`src/rtl/tpx3_stream_marker.sv`:
```
// Small FWFT buffer between the readout arbiter and the BRAM FIFO that interleaves
// sequence-numbered heartbeat marker words into the data stream.
module tpx3_stream_marker #(
   parameter int unsigned DEPTH      = 4,
   parameter logic [3:0]  IDENTIFIER = 4'b0110
) (
   input  logic        BUS_CLK,
   input  logic        BUS_RST,
   input  logic        IN_VALID,
   input  logic [31:0] IN_DATA,
   output logic        IN_READY,
   input  logic        FIFO_READ,
   output logic        FIFO_EMPTY,
   output logic [31:0] FIFO_DATA,
   input  logic [15:0] HB_PERIOD,
   input  logic        CLEAR,
   output logic        HB_OVERRUN,
   output logic [31:0] WORD_CNT
);

   localparam int unsigned    AW       = $clog2(DEPTH);
   localparam logic [AW:0]    FULL_CNT = (AW+1)'(DEPTH);

   // Reset asserts immediately but releases only after two clean clock edges.
   logic [1:0] rst_sync_q;
   logic       rst_n;

   always_ff @(posedge BUS_CLK or negedge BUS_RST) begin
      if (!BUS_RST) begin
         rst_sync_q <= 2'b00;
      end else begin
         rst_sync_q <= {rst_sync_q[0], 1'b1};
      end
   end

   assign rst_n = rst_sync_q[1];

   logic [31:0]   mem_q [DEPTH];
   logic [AW-1:0] wr_ptr_q, wr_ptr_d;
   logic [AW-1:0] rd_ptr_q, rd_ptr_d;
   logic [AW:0]   count_q, count_d;
   logic [15:0]   hb_cnt_q, hb_cnt_d;
   logic [27:0]   seq_q, seq_d;
   logic          pending_q, pending_d;
   logic          overrun_q, overrun_d;
   logic [31:0]   word_cnt_q, word_cnt_d;

   logic          full;
   logic          empty;
   logic          pop;
   logic          mark_wr;
   logic          data_wr;
   logic          wr_en;
   logic [31:0]   wr_data;
   logic          expiry;
   logic [15:0]   hb_last;

   assign full    = (count_q == FULL_CNT);
   assign empty   = (count_q == '0);
   assign pop     = FIFO_READ && !empty;
   // A pending marker always wins the write slot; data waits via IN_READY.
   assign mark_wr = pending_q && !full;
   assign data_wr = IN_VALID && IN_READY;
   assign wr_en   = mark_wr || data_wr;
   assign wr_data = mark_wr ? {IDENTIFIER, seq_q} : IN_DATA;

   assign hb_last = HB_PERIOD - 16'd1;
   // >= lets a shortened period take effect at the next compare instead of
   // running the counter all the way around.
   assign expiry  = (HB_PERIOD != 16'd0) && (hb_cnt_q >= hb_last);

   assign IN_READY   = !full && !pending_q;
   assign FIFO_EMPTY = empty;
   assign FIFO_DATA  = mem_q[rd_ptr_q];
   assign HB_OVERRUN = overrun_q;
   assign WORD_CNT   = word_cnt_q;

   always_comb begin
      wr_ptr_d   = wr_ptr_q;
      rd_ptr_d   = rd_ptr_q;
      count_d    = count_q;
      hb_cnt_d   = hb_cnt_q;
      seq_d      = seq_q;
      pending_d  = pending_q;
      overrun_d  = overrun_q;
      word_cnt_d = word_cnt_q;

      if (wr_en) begin
         wr_ptr_d = wr_ptr_q + AW'(1);
      end
      if (pop) begin
         rd_ptr_d = rd_ptr_q + AW'(1);
      end
      if (wr_en && !pop) begin
         count_d = count_q + (AW+1)'(1);
      end else if (!wr_en && pop) begin
         count_d = count_q - (AW+1)'(1);
      end

      if (HB_PERIOD == 16'd0) begin
         hb_cnt_d = 16'd0;
      end else if (expiry) begin
         hb_cnt_d = 16'd0;
      end else begin
         hb_cnt_d = hb_cnt_q + 16'd1;
      end

      if (mark_wr) begin
         seq_d     = seq_q + 28'd1;
         pending_d = 1'b0;
      end
      if (expiry) begin
         pending_d = 1'b1;
         if (pending_q && !mark_wr) begin
            overrun_d = 1'b1;
         end
      end

      if (data_wr) begin
         word_cnt_d = word_cnt_q + 32'd1;
      end
      if (CLEAR) begin
         word_cnt_d = 32'd0;
         overrun_d  = 1'b0;
      end
   end

   always_ff @(posedge BUS_CLK or negedge rst_n) begin
      if (!rst_n) begin
         wr_ptr_q   <= '0;
         rd_ptr_q   <= '0;
         count_q    <= '0;
         hb_cnt_q   <= 16'd0;
         seq_q      <= 28'd0;
         pending_q  <= 1'b0;
         overrun_q  <= 1'b0;
         word_cnt_q <= 32'd0;
      end else begin
         wr_ptr_q   <= wr_ptr_d;
         rd_ptr_q   <= rd_ptr_d;
         count_q    <= count_d;
         hb_cnt_q   <= hb_cnt_d;
         seq_q      <= seq_d;
         pending_q  <= pending_d;
         overrun_q  <= overrun_d;
         word_cnt_q <= word_cnt_d;
      end
   end

   // Storage carries no reset; stale entries are unreachable once count is zero.
   always_ff @(posedge BUS_CLK) begin
      if (wr_en) begin
         mem_q[wr_ptr_q] <= wr_data;
      end
   end

endmodule

```
`config.mk`:
```
export PLATFORM = sky130hd
export DESIGN_NAME = tpx3_stream_marker
export DESIGN_NICKNAME = d
export VERILOG_FILES = /design/src/rtl/tpx3_stream_marker.sv
export SDC_FILE = /design/constraint.sdc
export NUM_CORES = 1
export LEC_CHECK = 0
export CAP_MARGIN = 20
export CORE_MARGIN = 4
export CORE_UTILIZATION = 25
export CTS_CLUSTER_DIAMETER = 30
export DETAILED_ROUTE_END_ITERATION = 10
export PLACE_DENSITY = 0.39
export SYNTH_ARGS = -nofsm -noshare
export SYNTH_HDL_FRONTEND = slang
export SYNTH_SLANG_ARGS = --single-unit
```
`constraint.sdc`:
```
create_clock -name BUS_CLK -period 3.6 [get_ports BUS_CLK]
set_input_delay 0.72 -clock BUS_CLK [delete_from_list [all_inputs] [get_ports BUS_CLK]]
set_output_delay 0.72 -clock BUS_CLK [all_outputs]
set_load 0.1 [all_outputs]
```
## Word level (Yosys, flattened, before mapping)

Memory sizes are Yosys's and may differ from the RTL's.
Cells that the tools add are included.

| storage, ports and cells | value |
|---|---|
| bits in read-only memories | 0 |
| latch bits | 0 |
| bits in writable memories | 128 |
| register bits | 87 |
| memories | 1 |

| cells by class | value |
|---|---|
| $lt $le $gt $ge | 1 |
| bitwise logic cells | 0 |
| equal/unequal tests | 1 |
| add/sub/neg operators | 8 |
| shifts and indexed selects | 0 |
| mux-type cells | 14 |
| reductions and logical operators | 24 |
| multiply operators | 0 |
| div/mod/pow operators | 0 |

Memory list:

| memory | words | width | rd ports | clocked after memory_dff | wr ports | line | source |
|---|---|---|---|---|---|---|---|
| mem_q | 4 | 32 | 1 | 0 | 1 | 38 | `logic [31:0] mem_q [DEPTH];` |

Operators with widths:

| operator | number |
|---|---|
| $mux W32 | 3 |
| $add A32 B1 Y32 const B | 1 |
| $mux W16 | 2 |
| $add A28 B1 Y28 const B | 1 |
| $add A16 B1 Y16 const B | 1 |
| $ge A16 B16 Y1 | 1 |
| $logic_not A16 Y1 | 1 |
| $reduce_bool A16 Y1 | 1 |
| $sub A16 B1 Y16 const B | 1 |
| $reduce_bool A2 Y1 | 5 |
| $logic_and A1 B1 Y1 | 8 |
| $mux W1 | 7 |
| $logic_not A1 Y1 | 6 |
| $mux W3 | 2 |
| $add A2 B1 Y2 const B | 2 |
| $add A3 B1 Y3 const B | 1 |
| $eq A3 B3 Y1 const B | 1 |
| $logic_not A3 Y1 | 1 |
| $sub A3 B1 Y3 const B | 1 |
| $reduce_and A2 Y1 | 1 |
| $logic_or A1 B1 Y1 | 1 |

## Depth between registers and ports, before layout

| depth | value |
|---|---|
| word-level depth | 9 |
| gate-level depth with buffers | 12 |
| gate-level depth less buffers | 11 |

## Worst setup path after synthesis

No wires, ideal clock.

| path | value |
|---|---|
| kind | reg2reg |
| from | register count_q[0] |
| to | register count_q[2] |
| required time | 3521 ps |
| clock period less this slack | 3958 ps |
| stages on the path, launching flop included | 9 |
| slack | -358 ps |
| data arrival time | 3879 ps |
| path through | dfrtp_1 > nor3_1 > nand2b_1 > ha_1 > inv_1 > fa_1 > xor2_1 > nor2_1 > xor2_1 |

| on the way | value |
|---|---|
| elaborated cells on any way between the ends | 18 |

RTL lines:

| what | line | source |
|---|---|---|
| from (decl) | 41 | `logic [AW:0] count_q, count_d;` |
| from (signal assigned) | 141 | `count_q <= count_d;` |
| $logic_not A3 Y1 (*) | 59 | `assign empty = (count_q == '0);` |
| via FIFO_EMPTY | 13 | `output logic FIFO_EMPTY,` |
| $logic_not A1 Y1 (*) | 60 | `assign pop = FIFO_READ && !empty;` |
| $logic_and A1 B1 Y1 (*) | 60 |  |
| $logic_not A1 Y1 | 94 | `if (wr_en && !pop) begin` |
| $logic_and A1 B1 Y1 | 94 |  |
| $mux W3 / $reduce_bool A2 Y1 (equally long branches) | - |  |

Mark *: on every way through the listed nets, which the timed path passes. The rest lies on a longest branch. The select of a mux whose other input is x is not followed.
A chain may end at the register's enable or synchronous reset.

## Final worst setup path

| path | value |
|---|---|
| from | input port HB_PERIOD[4] |
| to | register hb_cnt_q[3] |

| on the way | value |
|---|---|
| word-level cells in the longest chain between the ends | 5 |
| elaborated cells on any way between the ends | 7 |

Ends and longest elaborated chain:

| what | line | source |
|---|---|---|
| from (decl) | 15 | `input logic [15:0] HB_PERIOD,` |
| $sub A16 B1 Y16 | 67 | `assign hb_last = HB_PERIOD - 16'd1;` |
| $ge A16 B16 Y1 | 70 | `assign expiry = (HB_PERIOD != 16'd0) && (hb_cnt_q >= hb_last);` |
| $logic_and A1 B1 Y1 | 70 |  |
| $mux W16 | 102 | `end else if (expiry) begin` |
| $mux W16 (*) | 100 | `if (HB_PERIOD == 16'd0) begin` |
| via hb_cnt_d[3] | 42 | `logic [15:0] hb_cnt_q, hb_cnt_d;` |
| to (signal assigned) | 142 | `hb_cnt_q <= hb_cnt_d;` |
| to (decl) | 42 |  |

Mark *: on every way through the listed nets, which the timed path passes. The rest lies on a longest branch.

==> run metrics <==
Final Hold Fails 0; min Tclk post-route 3.084 ns; setup ws final 0.5164 ns; clock root buffer master clkbuf_16; routed wire length 24,310 um; crit share post-route 0.8566; peak supply drop 0.0003887 V; count of final setup violators 0; Iteration-0 DRC Markers 282; final antenna-violating net count 0; Crit Path Category in2reg; P_leak 0.005315 uW; layout cells sized above 1 0.2381; Port-buffer cells 119; Final #Nets 940; status complete, no violations; P per Cell Area 917.7 mW/mm2; Worst-path clk slew 0.04 ns; Setup Buffers After CTS 0; clk buf depth 3; FILL cells 3,697; Least-Margin Pin Slew 1.003 ns; cts bufs inserted 55; Final Non-Filler Cells 1,425; gr usage total 0.1173; sequential share of the synthesized area 0.6174; Post-Synthesis Cells 678; area added between synthesis and finish 43.82%; Mean Syn Cell Area 14.38 um2; first drt pass iteration count 4; Post-CTS Resized 0; type of element capturing the critical path register; initial core utilization 0.2523; post-synth top area cell edfxtp_1; gr ovfl total 0; Final Wtd Congestion 0.7890; via total after detailed routing 6,323; Area contributors post-synth edfxtp_1, dfrtp_1, mux4_2; Total Power 12,870 uW; Netlist cell types 53; slew margin rel. 0.3293; Die Span X 205.5 um; row count 72; core area 0.03865 mm2; Hold WS 0.3255 ns; largest net degree at the start of global routing 68; Antenna diodes 0; RSZ-0062 raised after global routing false; Synth top area share 0.3941; vias in the first global route 7,002; first-pass GRT wire length 38,470 um; Die ar. 0.04223 mm2; CTS tree done; net count after synthesis 758; worst min path class in2async; # IOs 120; Required @ worst endpoint 4.08 ns; synthesis-stage register bit count 215; ys flop type edfxtp_1; critical path arrival 3.57 ns; CP max FO 16; clock skew 0.03607 ns; Avg Vias per Cell 4.437; dpl ws -0.07060 ns; CTS H-tree lvls 2; Yosys Warn Count 0; Async SR Flop Fraction 0.4047; clock latency at the later pin of the worst-skew pair 0.59 ns; Netlist Area Pre-Place 0.009752 mm2; initial antenna violation count 0; placed instance count 1,321; DPL Wire Length 16,080 um; Sink Count 215; die span in y 205.5 um; hold_buf cts 0; crit path launch type input port; Max Cap Violations 0; Design Area, Final 0.01402 mm2; # DRC 0; Fmax 324.3 MHz; Slew Viols, Final 0; EDFF count, synth 128; wire length per cell 17.06 um; area post-placement 0.01206 mm2
cells in the mapped netlist, types with 11 or more instances:
library cell	n
mux4_2	32
a21oi_1	12
nand4_1	28
nor3_1	11
nand3_1	30
nand2_1	25
nor2_1	56
ha_1	26
xor2_1	34
mux2_2	13
mux2_1	19
xnor2_1	45
edfxtp_1	128
inv_1	16
dfrtp_1	87
metrics by stage:
stage	TNS, ns	utilization
floorplan	0	-
CTS	0	0.3629
detailed placement	-0.9002	0.3121
global route	0	0.3629
global placement	0	0.3121
finish	0	0.3629
layer usage:
metal | GRT usage | vias up | share of wire
met2 | 0.1940 | 149 | 0.49
met5 | 0 | - | 0
met3 | 0.03846 | 46 | 0.058
met1 | 0.1442 | 3192 | 0.43
li1 | - | 2936 | -
met4 | 0.04067 | 0 | 0.023
path summary, 6_finish.rpt:
path | slack [ns] | from | cells after the start | to
setup / recovery | 0.52 | HB_PERIOD[4] | 13 | hb_cnt_q[3]$_DFF_PN0_
hold / removal | 0.33 | BUS_RST | 1 | rst_sync_q[1]$_DFF_PN0_
setup reg to reg | 1.08 | count_q[0]$_DFFE_PN0P_ | 8 | count_q[1]$_DFFE_PN0P_
hold reg to reg | 0.34 | rst_sync_q[0]$_DFF_PN0_ | 0 | rst_sync_q[1]$_DFF_PN0_
max in group asynchronous | 2.29 | rst_sync_q[1]$_DFF_PN0_ | 1 | hb_cnt_q[3]$_DFF_PN0_
min in group BUS_CLK | 0.34 | rst_sync_q[0]$_DFF_PN0_ | 0 | rst_sync_q[1]$_DFF_PN0_
critical path: stages:
cell	delay (ns)
clkdlybuf4s50_1	0.42
nor4_1	0.37
buf_4	0.20
nand3_1	0.15
nor3_1	0.21
xnor2_1	0.16
ha_1	0.28
a21oi_1	0.17
nand2_1	0.07
a221oi_1	0.35
nand4b_1	0.13
buf_4	0.21
nor2_1	0.12
cell type report:
class                   instances  area (um2)  area share
repair buffers                147        1739      0.1240
inverters                      17       66.31    0.004728
clock buffers                  67        1483      0.1057
flip-flops and latches        215        6026      0.4297
multi-input cells             424        3583      0.2555
clock inverters                37       479.2     0.03417
well taps                     518       648.1     0.04621
logic make-up (layout without fill, tap and decap cells):
kind of cell | Yosys count | count (layout) | synth area share
flip-flops | 215 | 215 | 0.6174
multiplexers | 65 | 65 | 0.1119
adder cells (fa/ha/maj) | 27 | 27 | 0.03541
XOR/XNOR | 79 | 79 | 0.07095
AO/OA/AOI/OAI | 42 | 42 | 0.02913
AND/OR/NAND/NOR | 210 | 210 | 0.1161
other | 1 | 1 | 0.0003845
buffers and inverters | 39 | 268 | 0.01873
layout by cell type (no fill, tap or decap), types with 3 or more instances in the layout:
cell             instances
a21oi_1                 12
clkinv_2                 8
o21ai_1                  4
and3_1                   9
nand4_1                 28
or3_1                    7
nor2_1                  56
clkinv_1                 8
clkbuf_1                 7
mux4_2                  32
nand2_1                 25
a21o_1                   3
o21ai_0                  7
clkinvlp_4               7
clkbuf_8                 4
o21a_1                   6
mux2_1                  19
xnor2_1                 45
and4_1                   8
nor3_1                  10
ha_1                    26
inv_1                   16
nand2b_1                 4
clkdlybuf4s50_1         79
mux2_2                  13
xor2_1                  34
buf_4                   33
bufinv_16                9
buf_12                  35
and2_1                   5
nor2b_4                  4
clkbuf_16               56
nor4_1                   8
dfrtp_1                 85
edfxtp_1               128
nand3_1                 30
where the power goes:
part	switching, uW	internal (uW)
Sequential	239	3040
Clock	1500	3550
Combinational	2880	1650
registers in the layout, summed over array words and instances, names as in the netlist:
name and cells:
HB_OVERRUN 1, WORD_CNT 32, count_q 3, hb_cnt_q 16, mem_q 128, pending_q 1
rd_ptr_q 2, rst_sync_q 2, seq_q 28, wr_ptr_q 2
Note: power is estimated with default switching activity, not from simulation.
